## src/rtl/qbus_dma_master.sv

```systemverilog
// qbus_dma_master
//   QBUS bus-master cycle engine. On an internal request it runs the bus
//   arbitration handshake (TDMR / RDMGI / TSACK), then performs one DATI,
//   DATO or DATOB cycle and reports completion (done) with optional
//   RRPLY-timeout error (err). All logic runs on the rising edge of clk20.
//
//   Optional feature: define QSIC_DMA_TIMEOUT_EN to build the RRPLY timeout
//   counter. Without it, err is tied to 0 and WAITRPLY waits indefinitely;
//   only RINIT or reset_L can end a cycle that never gets a reply.
//
// Ports
//   clk20, reset_L                : 20 MHz clock, async active-low reset
//   req, req_write, req_byte      : request strobe and cycle type
//   req_addr[21:0], req_data[15:0]: bus address and write data
//   busy, done, err, rd_data      : status and DATI result
//   dal_out, bs7_out, wtbt_out    : values presented to the DAL while DALtx=1
//   dal_in                        : DAL as received
//   DALbe_L, DALtx, DALst         : Am2908 transceiver controls
//   RSYNC, RRPLY, RDMGI, RINIT    : received bus lines (asynchronous)
//   TSYNC, TDIN, TDOUT, TDMR,
//   TSACK, TDMGO                  : transmitted bus lines (active high)
module qbus_dma_master #(
    parameter int TIMEOUT_CYC = 200
) (
    input  logic        clk20,
    input  logic        reset_L,
    input  logic        req,
    input  logic        req_write,
    input  logic        req_byte,
    input  logic [21:0] req_addr,
    input  logic [15:0] req_data,
    output logic        busy,
    output logic        done,
    output logic        err,
    output logic [15:0] rd_data,
    output logic [21:0] dal_out,
    output logic        bs7_out,
    output logic        wtbt_out,
    input  logic [21:0] dal_in,
    output logic        DALbe_L,
    output logic        DALtx,
    output logic        DALst,
    input  logic        RSYNC,
    input  logic        RRPLY,
    input  logic        RDMGI,
    input  logic        RINIT,
    output logic        TSYNC,
    output logic        TDIN,
    output logic        TDOUT,
    output logic        TDMR,
    output logic        TSACK,
    output logic        TDMGO
);

    typedef enum logic [3:0] {
        S_IDLE,
        S_DMR,
        S_GRANT,
        S_ADDR,
        S_SYNC,
        S_DATA,
        S_WAITRPLY,
        S_RDDLY,
        S_FINISH
    } state_t;

    state_t      state, state_nx;
    logic [1:0]  hold_cnt, hold_nx;
    logic        accept;
    logic        done_q, done_nx;
    logic        rd_load;
    logic        tmo_expire;

    logic [1:0]  rsync_sr, rrply_sr, rdmgi_sr, rinit_sr;
    logic        sRSYNC, sRRPLY, sRDMGI, sRINIT;

    logic        lat_write, lat_byte;
    logic [21:0] lat_addr;
    logic [15:0] lat_data;

    logic        addr_phase, data_drive;

    // Two-flop synchronizers for the asynchronous received bus lines
    always_ff @(posedge clk20 or negedge reset_L) begin
        if (!reset_L) begin
            rsync_sr <= '0;
            rrply_sr <= '0;
            rdmgi_sr <= '0;
            rinit_sr <= '0;
        end else begin
            rsync_sr <= {rsync_sr[0], RSYNC};
            rrply_sr <= {rrply_sr[0], RRPLY};
            rdmgi_sr <= {rdmgi_sr[0], RDMGI};
            rinit_sr <= {rinit_sr[0], RINIT};
        end
    end

    assign sRSYNC = rsync_sr[1];
    assign sRRPLY = rrply_sr[1];
    assign sRDMGI = rdmgi_sr[1];
    assign sRINIT = rinit_sr[1];

    // Request fields are pure data: captured on acceptance, never reset
    always_ff @(posedge clk20) begin
        if (accept) begin
            lat_write <= req_write;
            lat_byte  <= req_byte;
            lat_addr  <= req_addr;
            lat_data  <= req_data;
        end
    end

    always_ff @(posedge clk20 or negedge reset_L) begin
        if (!reset_L) begin
            state    <= S_IDLE;
            hold_cnt <= '0;
            done_q   <= 1'b0;
            rd_data  <= '0;
        end else begin
            state    <= state_nx;
            hold_cnt <= hold_nx;
            done_q   <= done_nx;
            if (rd_load) begin
                rd_data <= dal_in[15:0];
            end
        end
    end

`ifdef QSIC_DMA_TIMEOUT_EN
    localparam int TMO_W = $clog2(TIMEOUT_CYC + 1);

    logic [TMO_W-1:0] tmo_cnt;
    logic             err_q;

    always_ff @(posedge clk20 or negedge reset_L) begin
        if (!reset_L) begin
            tmo_cnt <= '0;
            err_q   <= 1'b0;
        end else begin
            if (state == S_WAITRPLY) begin
                tmo_cnt <= tmo_cnt + TMO_W'(1);
            end else begin
                tmo_cnt <= '0;
            end
            if (accept) begin
                err_q <= 1'b0;
            end else if (state == S_WAITRPLY && !sRRPLY && tmo_expire) begin
                err_q <= 1'b1;
            end
        end
    end

    // The budget spans TDIN/TDOUT rising to done: expiry leaves WAITRPLY,
    // FINISH takes one cycle and done follows one cycle later, so WAITRPLY
    // gives up two cycles early.
    assign tmo_expire = (tmo_cnt == TMO_W'(TIMEOUT_CYC - 2));
    assign err        = err_q;
`else
    // No timeout hardware; the comparison folds to constant 0.
    assign tmo_expire = (TIMEOUT_CYC < 0);
    assign err        = 1'b0;
`endif

    always_comb begin
        state_nx = state;
        hold_nx  = hold_cnt;
        accept   = 1'b0;
        done_nx  = 1'b0;
        rd_load  = 1'b0;

        case (state)
            S_IDLE: begin
                if (req) begin
                    accept   = 1'b1;
                    hold_nx  = '0;
                    state_nx = S_DMR;
                end
            end
            S_DMR: begin
                if (sRDMGI) begin
                    state_nx = S_GRANT;
                end
            end
            S_GRANT: begin
                // Previous master must have released SYNC and RPLY
                if (!sRSYNC && !sRRPLY) begin
                    hold_nx  = '0;
                    state_nx = S_ADDR;
                end
            end
            S_ADDR: begin
                if (hold_cnt == 2'd1) begin
                    hold_nx  = '0;
                    state_nx = S_SYNC;
                end else begin
                    hold_nx = hold_cnt + 2'd1;
                end
            end
            S_SYNC: begin
                if (hold_cnt == 2'd1) begin
                    hold_nx  = '0;
                    state_nx = S_DATA;
                end else begin
                    hold_nx = hold_cnt + 2'd1;
                end
            end
            S_DATA: begin
                // Reads use this single cycle to turn the DAL around;
                // writes hold the data two cycles before TDOUT.
                if (!lat_write || hold_cnt == 2'd1) begin
                    hold_nx  = '0;
                    state_nx = S_WAITRPLY;
                end else begin
                    hold_nx = hold_cnt + 2'd1;
                end
            end
            S_WAITRPLY: begin
                // A reply arriving on the expiry cycle takes priority
                if (sRRPLY) begin
                    hold_nx  = '0;
                    state_nx = lat_write ? S_FINISH : S_RDDLY;
                end else if (tmo_expire) begin
                    state_nx = S_FINISH;
                end
            end
            S_RDDLY: begin
                // Slave data settles two cycles after the synchronized RPLY
                if (hold_cnt == 2'd1) begin
                    rd_load  = 1'b1;
                    hold_nx  = '0;
                    state_nx = S_FINISH;
                end else begin
                    hold_nx = hold_cnt + 2'd1;
                end
            end
            S_FINISH: begin
                if (!sRRPLY) begin
                    done_nx  = 1'b1;
                    state_nx = S_IDLE;
                end
            end
            default: begin
                state_nx = S_IDLE;
            end
        endcase

        // Bus INIT abandons any cycle in progress without a done pulse
        if (state != S_IDLE && sRINIT) begin
            state_nx = S_IDLE;
            hold_nx  = '0;
            done_nx  = 1'b0;
        end
    end

    assign addr_phase = (state == S_ADDR) || (state == S_SYNC);
    assign data_drive = lat_write &&
                        ((state == S_DATA) || (state == S_WAITRPLY) || (state == S_FINISH));

    assign DALtx    = addr_phase || data_drive;
    assign DALbe_L  = !DALtx;
    assign DALst    = (hold_cnt == 2'd0) &&
                      ((state == S_ADDR) || (state == S_DATA && lat_write));
    assign dal_out  = addr_phase ? lat_addr :
                      data_drive ? {6'b0, lat_data} : '0;
    assign bs7_out  = addr_phase && (&lat_addr[21:13]);
    assign wtbt_out = addr_phase ? lat_write :
                      data_drive ? lat_byte  : 1'b0;

    assign TDMR  = (state == S_DMR);
    assign TSACK = (state == S_GRANT) || (state == S_ADDR) || (state == S_SYNC) ||
                   (state == S_DATA) || (state == S_WAITRPLY) || (state == S_RDDLY) ||
                   (state == S_FINISH);
    assign TSYNC = (state == S_SYNC) || (state == S_DATA) || (state == S_WAITRPLY) ||
                   (state == S_RDDLY) || (state == S_FINISH);
    assign TDIN  = !lat_write && ((state == S_WAITRPLY) || (state == S_RDDLY));
    assign TDOUT = lat_write && (state == S_WAITRPLY);

    // Grant passes straight through only when we have no use for it
    assign TDMGO = (state == S_IDLE && !req) ? RDMGI : 1'b0;

    assign busy = (state != S_IDLE);
    assign done = done_q;

endmodule

```

## config.mk

```make
export PLATFORM = sky130hd
export DESIGN_NAME = qbus_dma_master
export DESIGN_NICKNAME = d
export VERILOG_FILES = /design/src/rtl/qbus_dma_master.sv
export SDC_FILE = /design/constraint.sdc
export NUM_CORES = 1
export LEC_CHECK = 0
export CORE_MARGIN = 2
export CORE_UTILIZATION = 46
export DETAILED_ROUTE_END_ITERATION = 10
export HOLD_SLACK_MARGIN = 0.02
export PLACE_DENSITY_LB_ADDON = 0.2
export SETUP_SLACK_MARGIN = 0.4
export SLEW_MARGIN = 20
export SYNTH_ARGS = -nofsm -noshare
export SYNTH_HDL_FRONTEND = slang
export SYNTH_SLANG_ARGS = --single-unit
```

## constraint.sdc

```tcl
create_clock -name clk20 -period 3.9 [get_ports clk20]
set_input_delay 0.39 -clock clk20 [delete_from_list [all_inputs] [get_ports clk20]]
set_output_delay 0.39 -clock clk20 [all_outputs]
set_load 0.03 [all_outputs]
```

==> flow_results.org, run 1 <==
** Status
- The run finished with clean final reports.

** Synth
- The Yosys step of the flow raised 0 warnings.
- Post-synthesis net count :: roughly 290
- The synthesized design spends more area on one cell type than any other, namely edfxtp_1.
- Area contributors post-synth :: edfxtp_1, dfrtp_1, mux2_2, a22o_1, and2_1
- After synthesis the cells add up to 0.00297 sq mm.
- Synthesis inferred 71 register bits.
- In this run the biggest area consumer among cell types represents roughly 40% of the synthesized area.
- Synthesized area per cell :: ~14 sq um
- Cells after synthesis :: 214
- In the synthesized netlist the dominant register cell turns out to be edfxtp_1.
- Of all flip-flops after synthesis, the portion carrying an async set or reset was 43.7%.
- The netlist uses 41 different library cells.
- In this run, synthesis inferred 40 flip-flops with an integrated enable.
- Sequential elements use between 60 and 70% of the synthesized area.

** Min path
- Type of the tightest min-delay check :: reg -> reg

** Pwr
- The completed layout was analyzed and its total power is 0.00215 W.
- The worst-case IR drop observed on VDD is approximately 0.00034 V.
- For this design the total switching power over the nets is 0.000680 W.
- The analysis attributes to cell leakage a power of 1.65 nW.
- In this run, the combinational gates consume 27.4% of the power.
- Sequential group share of total power :: 46.8%
- The share of total power dissipated in the clock network is 25.8%.
- The internal portion of the total power is 0.00147 W.
- Total power divided by cell area :: 499 mW/mm^2
- Net switching is 31.5% of the power.

** Route
- Routed WL per cell :: 15.3 um
- Iter 0 DRT Violations :: between 100 and 150
- The detail route stage leaves a number of antenna-violating nets equal to 0.
- Length of the first detailed-routing pass in iterations :: 4
- Via density per instance :: 5.19
- Wire length reported by the detailed router :: 6250 um
- After detailed routing, the number of remaining DRC violations is 0.
- For this block, the via count after detailed routing is around 2100.

** Floorplan
- Once the floorplan was initialized, standard cells occupied 47.1% of the core.
- Overall die area :: 0.00712 sq mm
- Horizontal extent of the die :: 84.4 um
- Placeable core region :: 0.00631 sq mm
- around 120 I/O pins were placed.
- The floorplan step set the die height to between 80 and 90 um.
- Number of placement rows :: 29

** Timing
- Across the routed clock network, the largest skew measured is about 7.4 ps.
- At the pin with the least slew margin, the transition time is around 870 ps.
- Setup repair after global routing left no endpoint under its margin.
- In the post-route analysis, the smallest setup slack over all paths is 732 ps.
- Final worst-path cycle share :: 81.2%
- The number of failing hold endpoints at the final stage is 0.
- Sum of negative setup slack :: 0 ps
- Derived from the worst setup path, the maximum achievable clock frequency is ~0.32 GHz.
- Total count of max-transition violations in the final report :: 0
- Tightest slew margin relative to the limit :: 42.2%
- Count of endpoints failing setup in the final report :: 0
- Period minus WS final :: between 3000 and 4000 ps

** Layout
- The net count of the finished layout is 398.
- The library cells used most frequently in the layout, excluding fill and tap cells, are clkdlybuf4s50_1, edfxtp_1, dfrtp_1.
- The filler cells instantiated in the layout total just under 500.
- The library cell used most frequently in the layout, excluding fill and tap cells, is clkdlybuf4s50_1.
- 0 antenna diodes ended up in the layout.
- The area growth from synthesis to layout is 45.2%.
- Share of cells above drive strength 1 :: about an eighth

** Critical path
- Required arrival time at the worst endpoint :: between 3000 and 4000 ps
- Maximum cell stage delay along the critical path :: a little under 700 ps
- Worst-path maximum fanout :: 16
- Category of cells accounting for the largest share of critical-path delay :: buffers and inverters
- Traced cell by cell, the critical path runs through inv_1, nand2_1, o32ai_1, and2_2, a22o_1, clkdlybuf4s50_1.
- Category of the critical setup timing path :: reg -> out
- Endpoint arrival time on the critical path :: 2780 ps
- Worst setup EP type :: output port
- Cell at the slowest stage of the critical path :: clkdlybuf4s50_1
- Startpoint type of the worst setup path :: register
- Buf+Inv Stages, Crit Path :: 2

** Clock network
- The clock passes through at most 2 buffers.
- Post-cts gate resize count :: 0
- TritonCTS buffer count :: 9
- Post-CTS Setup Bufs :: 0
- Buffers inserted to repair hold after CTS numbered 0.
- Clock root cell :: clkbuf_8
- Clock-pin slew was measured on the worst setup and hold paths at 70 ps.
- Clock insertion delay at the later pin of the skew report :: approximately 330 ps
- TritonCTS clock tree :: yes
- CTS saw just over 70 sinks.
- CTS HTree Levels :: 3

** Global routing
- The total overflow left after global routing is 0.
- In the global route stage, met3 resource usage came out at under 10%.
- Met2 track demand over resource :: a little under a third
- Entering global routing, the biggest net connects 41 pins.
- Initial antenna violation count :: 0
- The global routing stage identified its most utilized layer as met2.
- The first global-routing pass estimated 10400 um of wire.
- Met1 Usage GRT :: 23.1%
- For this run, the total global-route usage over all layers was measured as 18.7%.
- Number of global-route vias before repair :: 2194

** Placed design
- Final weighted congestion of routability-driven global placement :: 0.945
- Post-placement worst setup slack :: 847 ps
- Detailed placement finished with a half-perimeter wire length of 4490 um.
- Port buffering added between 100 and 150 buffers.

** Flow run
- The tool flagged a number of max-cap violations equal to 0.
==> sequential cells by signal, indices dropped and copies added, names as in the netlist, 2 cells and up <==
signal	cells
lat_addr	22
lat_data	16
rd_data	16
state	4
hold_cnt	2
rdmgi_sr	2
rinit_sr	2
rrply_sr	2
rsync_sr	2
==> layout make-up <==
class	count	area, sq um	share of cell area, %
multi-input combinational	120	876	20.3
timing repair buffer	115	1150	26.5
sequential	71	1980	45.8
clock buffer	10	128	2.95
inverter	9	33.8	0.782
tap	77	96.3	2.23
clock inverter	6	61.3	1.42
==> Yosys cell counts (3+ instances only) <==
master and count:
nor2_1 7, ha_1 3, nand2_1 9, edfxtp_1 40, o32ai_1 3, a21oi_1 8, a22o_1 16, nand3_1 4
o21ai_0 9, clkbuf_1 5, nor3_1 6, nor2b_1 3, dfrtp_1 31, buf_4 4, inv_1 9, mux2_2 16
buf_6 3, and2_1 8, o22ai_1 3
==> worst register-to-register path, delay by kind of cell (launching register included) <==
family / cells / cell delay (ps)
flops: 1 / 580
simple gates: 2 / 1230
==> metrics by stage <==
stage	std cells	area, sq um	util, %	hold slack (ps)
after detailed placement	392	4130	65.3	335
final	408	4320	68.4	350
after floorplan	214	2970	-	94.4
after global placement	392	4130	65.3	332
after CTS	408	4310	68.3	351
after global routing	408	4320	68.4	359
==> power groups by stage <==
stage / clock [W] / sequential (W) / combinational, W
2_1_floorplan: 0 / 0.000985 / 0.000395
3_3_place_gp: 0 / 0.00102 / 0.000585
3_5_place_dp: 0 / 0.00102 / 0.000594
6_report: 0.000555 / 0.00101 / 0.000591
5_1_grt: 0.000599 / 0.00103 / 0.000641
4_1_cts: 0.000568 / 0.00101 / 0.000596
==> final timing paths <==
check | startpoint | to | slack [ps] | cells past startpoint
min in group asynchronous | reset_L | rd_data[9] | 440 | 2
worst max-delay path | state[3] | dal_out[15] | 730 | 6
worst max register to register | state[3] | lat_data[11] | 1710 | 2
max in group asynchronous | reset_L | state[2] | 3140 | 2
worst min register to register | rrply_sr[0] | rrply_sr[1] | 350 | 0
worst min-delay path | rrply_sr[0] | rrply_sr[1] | 350 | 0
==> cell families after synthesis <==
| family | Yosys count | synth area share (%) |
|---|---|---|
| other | 1 | 0.126 |
| muxes | 17 | 6.39 |
| DFF | 71 | 66.5 |
| AOI/OAI and AO/OA | 50 | 12.6 |
| adders and majority gates | 3 | 1.26 |
| buffers and inverters | 23 | 4.25 |
| and+or+nand+nor | 49 | 8.88 |
==> per-layer routing <==
metal | part of all wire, % | vias to the layer above
li1 | - | 1021
met3 | 7.3 | 14
met5 | 0 | -
met2 | 51 | 90
met4 | 2.2 | 0
met1 | 40 | 994
Power figures use the tool's default switching activity.
==> inputs of run 2 (changes only) <==
--- a/config.mk
+++ b/config.mk
@@ -6,7 +6,7 @@
 export NUM_CORES = 1
 export LEC_CHECK = 0
 export CORE_MARGIN = 2
-export CORE_UTILIZATION = 46
+export CORE_UTILIZATION = 43
 export DETAILED_ROUTE_END_ITERATION = 10
 export HOLD_SLACK_MARGIN = 0.02
 export PLACE_DENSITY_LB_ADDON = 0.2
==> constraint.sdc (replaced) <==
create_clock -name clk20 -period 3.22 [get_ports clk20]
set_input_delay 0.322 -clock clk20 [delete_from_list [all_inputs] [get_ports clk20]]
set_output_delay 0.322 -clock clk20 [all_outputs]
set_load 0.03 [all_outputs]
==> flow_results.org, run 2 (synthesized netlist as in run 1, its figures left out) <==
** Timing
- The number of failing hold endpoints at the final stage was 0.
- Transition time at the pin with the least slew margin :: 892 ps
- Total count of max-transition violations in the final report :: 0
- Of the available clock period, the critical path in the final layout requires 82.2%.
- Count of endpoints failing setup in the final report :: 0
- Subtracting the final worst setup slack from the clock period gives 2650 ps.
- After layout, the worst setup slack is roughly 570 ps.
- Hold is met by ~350 ps.
- Setup repair after global routing left no endpoint under its margin.
- Maximum frequency from static timing analysis :: approximately 0.38 GHz
- Measured against its own limit, the worst slew margin works out to between 40 and 50%.
- In the final timing run, aggregate negative setup slack is 0 ps.
- The clock arrives with 7.73 ps of skew.

** Clock network
- Clock slew at reported path FFs :: about 70 ps
- TritonCTS built the clock tree.
- Post-CTS Setup Bufs :: 0
- CTS placed an instance of clkbuf_8 at the clock tree root.
- At the later pin of the worst-skew pair, clock insertion delay measures 330 ps.
- The clock net in this run drives a total of approximately 70 sinks.
- Clock tree synthesis inserted a total of 9 buffers.
- CTS max path bufs :: 2
- CTS HTree Levels :: 3

** Global routing
- Entering global routing, the biggest net connects just over 40 pins.
- Number of global-route vias before repair :: 2178
- Global-route wire length before repair :: ~10000 um
- Global routing used 17.7% of the available tracks.
- Residual overflow from global routing :: 0
- The number of antenna violations at the first check in global routing came to 0.

** Floorplan
- Number of placement rows :: 30
- The core region is 0.00676 sq mm.
- Count of pins on the block boundary :: 121
- Overall die area :: 0.00760 sq mm
- Initial standard-cell utilization of the core :: 44.0%
- Horizontal extent of the die :: 87.2 um
- Die height :: 87.2 um

** Pwr
- In this run the static leakage power is ~1.7 nW.
- Total power divided by cell area :: 628 mW/mm^2
- Peak supply drop :: around 0.00034 V
- Switch share :: 31.3%
- Internal power contribution :: 0.00186 W
- The clock network is responsible for 28.4% of the overall power.
- Comb power frac :: 26.4%
- Sequential group share of total power :: 45.3%
- Sw Pwr :: approximately 0.00085 W

** Layout
- Layout Cell Area excl Fill :: roughly 0.0043 sq mm
- The largest registers in the layout are lat_addr: 22 flops, lat_data: 16 flops, rd_data: 16 flops.
- Leaving out fill and tap cells, the most frequent cell in the layout is clkdlybuf4s50_1.
- From synthesis to final layout, the design area changed by 45.1%.
- Leaving out fill and tap cells, the most frequent cells in the layout are clkdlybuf4s50_1, edfxtp_1, dfrtp_1.
- Number of antenna diodes :: 0
- In the final layout, the share of cells above drive strength 1 is 20.8%.
- The register with the most flip-flops in the layout has 22 of them.
- Register ranked first by flip-flop count :: lat_addr
- The filler cells instantiated in the layout total 533.
- Nets@finish :: 398

** Placed design
- During placement, the flow inserted port buffers numbering 113.
- Summing all placed instances gives a cell area of 0.00408 sq mm.
- Detailed placement finished with a half-perimeter wire length of 4580 um.
- Final weighted congestion of routability-driven global placement :: 0.928
- Post-placement worst setup slack :: 706 ps

** Critical path
- STA puts the critical path data required time at 2900 ps.
- STA classifies the critical path endpoint as an output port.
- At the worst endpoint, the arrival time is 2320 ps.
- The setup path with the least slack is of type reg -> out.
- Startpoint type of the worst setup path :: register
- Along the worst path, the maximum fanout reaches 16.

** Flow run
- Max-cap violations in this run came to 0.

** Route
- Length of the first detailed-routing pass in iterations :: 4
- Wire length reported by the detailed router :: 6450 um
- Routed WL per cell :: 15.7 um
- The detailed router finished its first iteration with 182 violations.
- Using the TritonRoute via totals, the vias-per-cell ratio works out to 5.24.
- Remaining number of nets flagged by the antenna check after routing :: 0
- Via count :: 2153
- In the routed design, unresolved DRC markers number 0.

** Min path
- The path class of the tightest hold or removal check is reg -> reg.

** Status
- Status :: finished clean
==> run 2: power by group through the flow <==
stage | clock network, W | logic [W] | registers [W]
floorplan | 0 | 0.000478 | 0.00119
global placement | 0 | 0.000703 | 0.00123
detailed placement | 0 | 0.000713 | 0.00124
CTS | 0.000793 | 0.000719 | 0.00123
global route | 0.000834 | 0.000772 | 0.00125
finish | 0.000769 | 0.000715 | 0.00123
==> run 2: worst paths after layout <==
check                       startpoint           to  slack (ps)  cells past startpoint
min                        rsync_sr[0]  rsync_sr[1]         350                      0
max reg2reg                   state[3]   rd_data[5]        1120                      4
max in group asynchronous      reset_L     state[1]        2540                      2
min in group asynchronous      reset_L   rd_data[3]         370                      2
max                           state[3]        TDMGO         570                      5
min reg2reg                rsync_sr[0]  rsync_sr[1]         350                      0
==> run 2: repair_timing <==
item,in CTS,in global routing
hold buffers,0,0
pin swaps,0,0
endpoints found under the setup margin,17,21
gates resized for setup,4,4
==> run 2: worst max-delay path, cell delays in order, from the launching register on <==
cell and delay (ps):
dfrtp_2 530, nor2_2 260, nand2_1 170, nor2_1 210, and2_1 150, clkdlybuf4s50_1 670
==> run 2: cell type report <==
class	count	area [sq um]	area share, %
Sequential cell	71	1980	45.9
Timing Repair Buffer	115	1100	25.5
Multi-Input combinational cell	120	881	20.4
Clock buffer	9	124	2.87
Tap cell	80	100	2.32
Clock inverter	7	95.1	2.20
Inverter	9	33.8	0.783
==> run 2: routing by layer <==
layer | up-vias | GRT usage, % | part of all wire [%]
li1 | 1017 | - | -
met1 | 1026 | 21.5 | 40
met2 | 97 | 27.7 | 49
met3 | 13 | 7.30 | 8.3
met4 | 0 | 7.97 | 2.0
met5 | - | 0 | 0
==> run 2: stage by stage <==
step | power [W] | cells | utilization [%]
finish | 0.00271 | 411 | 63.9
global route | 0.00285 | 411 | 63.9
CTS | 0.00274 | 411 | 63.8
detailed placement | 0.00196 | 395 | 60.4
global placement | 0.00194 | 395 | 60.4
floorplan | 0.00167 | 214 | -
==> inputs of run 3 (changes only) <==
--- a/config.mk
+++ b/config.mk
@@ -6,7 +6,7 @@
 export NUM_CORES = 1
 export LEC_CHECK = 0
 export CORE_MARGIN = 2
-export CORE_UTILIZATION = 43
+export CORE_UTILIZATION = 39
 export DETAILED_ROUTE_END_ITERATION = 10
 export HOLD_SLACK_MARGIN = 0.02
 export PLACE_DENSITY_LB_ADDON = 0.2
==> constraint.sdc (replaced) <==
create_clock -name clk20 -period 2.21 [get_ports clk20]
set_input_delay 0.221 -clock clk20 [delete_from_list [all_inputs] [get_ports clk20]]
set_output_delay 0.221 -clock clk20 [all_outputs]
set_load 0.03 [all_outputs]
==> flow_results.org, run 3 (synthesized netlist as in run 1, its figures left out) <==
** Critical path
- Of all nets on the critical path, the largest fanout is 8.
- STA puts the critical path data required time at 1990 ps.
- For this run, the slowest stage of the critical path takes 460 ps.
- Category of the critical setup timing path :: reg -> out
- Cell breakdown of the critical path :: and3b_1, a21oi_2, o32ai_4, and2_4, a22o_4, buf_12
- Startpoint type of the worst setup path :: register
- Endpoint arrival time on the critical path :: 1860 ps
- Worst setup EP type :: output port
- Cell at the slowest stage of the critical path :: dfrtp_2

** Placed design
- Routability-driven placement finished with a final weighted congestion of around 0.88.
- Port buffering added 113 buffers.
- Summed over all nets, the half-perimeter wirelength after detailed placement is 4840 um.

** Floorplan
- Initial standard-cell utilization of the core :: 40.6%
- Number of placement rows :: 31
- Count of pins on the block boundary :: 121
- Horizontal extent of the die :: 91.3 um
- Measured along the y axis, the die boundary spans 91.3 um.
- The die covers around 0.0083 sq mm.
- Placeable core region :: 0.00733 sq mm

** Clock network
- TritonCTS created 9 clock buffers.
- Clock root cell :: clkbuf_8
- Cts hold-fix bufs :: 0
- Clock slew at reported path FFs :: approximately 80 ps
- Clock insertion delay at the later pin of the skew report :: 330 ps
- CTS built an H-tree with a depth of 3.
- CTS max path bufs :: 2
- TritonCTS clock tree :: yes
- Counting every sink on the clock net gives 71.

** Timing
- RSZ-0062 raised after global routing :: yes
- Maximum frequency from static timing analysis :: 0.481 GHz
- For the final database, setup skew stands at approximately 9 ps.
- Sum of negative setup slack :: 0 ps
- Total count of max-transition violations in the final report :: 0
- Setup violations remaining at the end of the flow were counted as 0.
- Final worst-path cycle share :: 94.2%
- Final hold violation count :: 0
- The worst path needs about 2100 ps of the cycle, external delays included.

** Layout
- Flip-flop count of the largest register, all copies and words added :: 22
- Fill cells in the final layout number 557.
- The post-route netlist has ~39% of its cells at a drive strength greater than 1.
- The register with the most flip-flops in the final layout is lat_addr.
- Measured on the finished design, the core utilization comes to about 67%.
- Biggest registers after layout :: lat_addr: 22 flops, lat_data: 16 flops, rd_data: 16 flops
- Most used cells in the layout excluding fill and tap cells :: clkdlybuf4s50_1, edfxtp_1, buf_4
- The area growth from synthesis to layout is 64.5%.
- The number of antenna diodes in the final layout is 0.
- Nets@finish :: 433
- Most common cell after layout, fill and taps aside :: clkdlybuf4s50_1

** Flow run
- MaxCap Viol Count :: 0

** Global routing
- Global routing usage summed across all routing layers :: 18.8%
- Largest net degree at the start of global routing :: 41
- Global-route wire length before repair :: 12200 um
- Number of global-route vias before repair :: 2516
- Initial antenna violation count :: 0
- Residual overflow from global routing :: 0

** Route
- The count of nets left with antenna violations once routing finished came out at 0.
- Routed WL per cell :: 16.3 um
- Via count :: about 2300
- Via density per instance :: 4.97
- Detailed-route DRC error count :: 0
- The first routing iteration left 81 violations.
- The first detailed-routing pass ran for 4 iterations.
- Wires add up to about 7600 um.

** Pwr
- Switch share :: 33.5%
- Peak supply drop :: 0.000337 V
- Registers are responsible for 41.7% of the overall power.
- Standby leakage power :: 1.98 nW
- In this run the power density over the cells is 859 mW/mm^2.
- Comb power frac :: 36.9%
- Relative contribution of the clock network to total power :: 21.4%
- The analysis attributes to net switching a power of about 0.0014 W.
- Internal power contribution :: 0.00279 W

** Min path
- The worst hold path belongs to the class in -> async.

** Status
- The flow ran to the end, and the final reports show no timing, DRC or antenna violations.
## run 3: through the flow
stage	setup WS, ps	area (sq um)	cells	power, W	hold WS, ps
2_1_floorplan	405	2990	214	0.00244	-74.6
3_3_place_gp	1.45	4230	426	0.00294	331
3_5_place_dp	30.3	4230	426	0.00297	336
4_1_cts	106	4780	460	0.00418	282
5_1_grt	47.3	4890	465	0.00443	300
6_report	129	4890	465	0.00420	282
## run 3: power by group through the flow
stage	combinational [W]	sequential (W)	clock (W)
global placement	0.00118	0.00176	0
global route	0.00166	0.00178	0.000990
floorplan	0.000703	0.00173	0
finish	0.00155	0.00175	0.000900
detailed placement	0.00120	0.00177	0
CTS	0.00150	0.00175	0.000926
## run 3: cell type report
cell class,count,area (sq um),area share [%]
repair buffers,149,1540,31.5
clock inverters,7,47.5,0.972
multi-input cells,121,1040,21.3
clock buffers,9,124,2.53
well taps,99,124,2.53
inverters,9,33.8,0.690
flip-flops and latches,71,1980,40.5
## run 3: per-layer routing
| metal | wire length (um) | global-route usage (%) | vias to the layer above |
|---|---|---|---|
| li1 | - | - | 1093 |
| met1 | 2970 | 22.0 | 1127 |
| met2 | 4020 | 32.3 | 74 |
| met3 | 387 | 4.81 | 16 |
| met4 | 208 | 8.59 | 0 |
| met5 | 0 | 0 | - |
## run 3: critical path: cells and delay by family (launching register included)
kind	cells	cell delay, ps
compound gates	3	520
flops	1	460
simple gates	2	410
buf+inv	1	130
## run 3: final timing paths
kind / slack (ps) / end / depth (start not counted) / start
setup / recovery: 130 / dal_out[5] / 6 / state[2]
setup reg to reg: 150 / state[3] / 8 / state[2]
hold reg to reg: 350 / rinit_sr[1] / 0 / rinit_sr[0]
max in group asynchronous: 1610 / state[0] / 2 / reset_L
min in group clk20: 320 / rinit_sr[0] / 1 / RINIT
hold / removal: 280 / rd_data[7] / 2 / reset_L
## run 3: what timing repair did
| action | CTS | global route |
|---|---|---|
| pin swaps | 20 | 5 |
| endpoints found under the setup margin | 36 | 56 |
| buffers inserted | 15 | 4 |
| cloned | 3 | 1 |
| resized for setup | 115 | 17 |
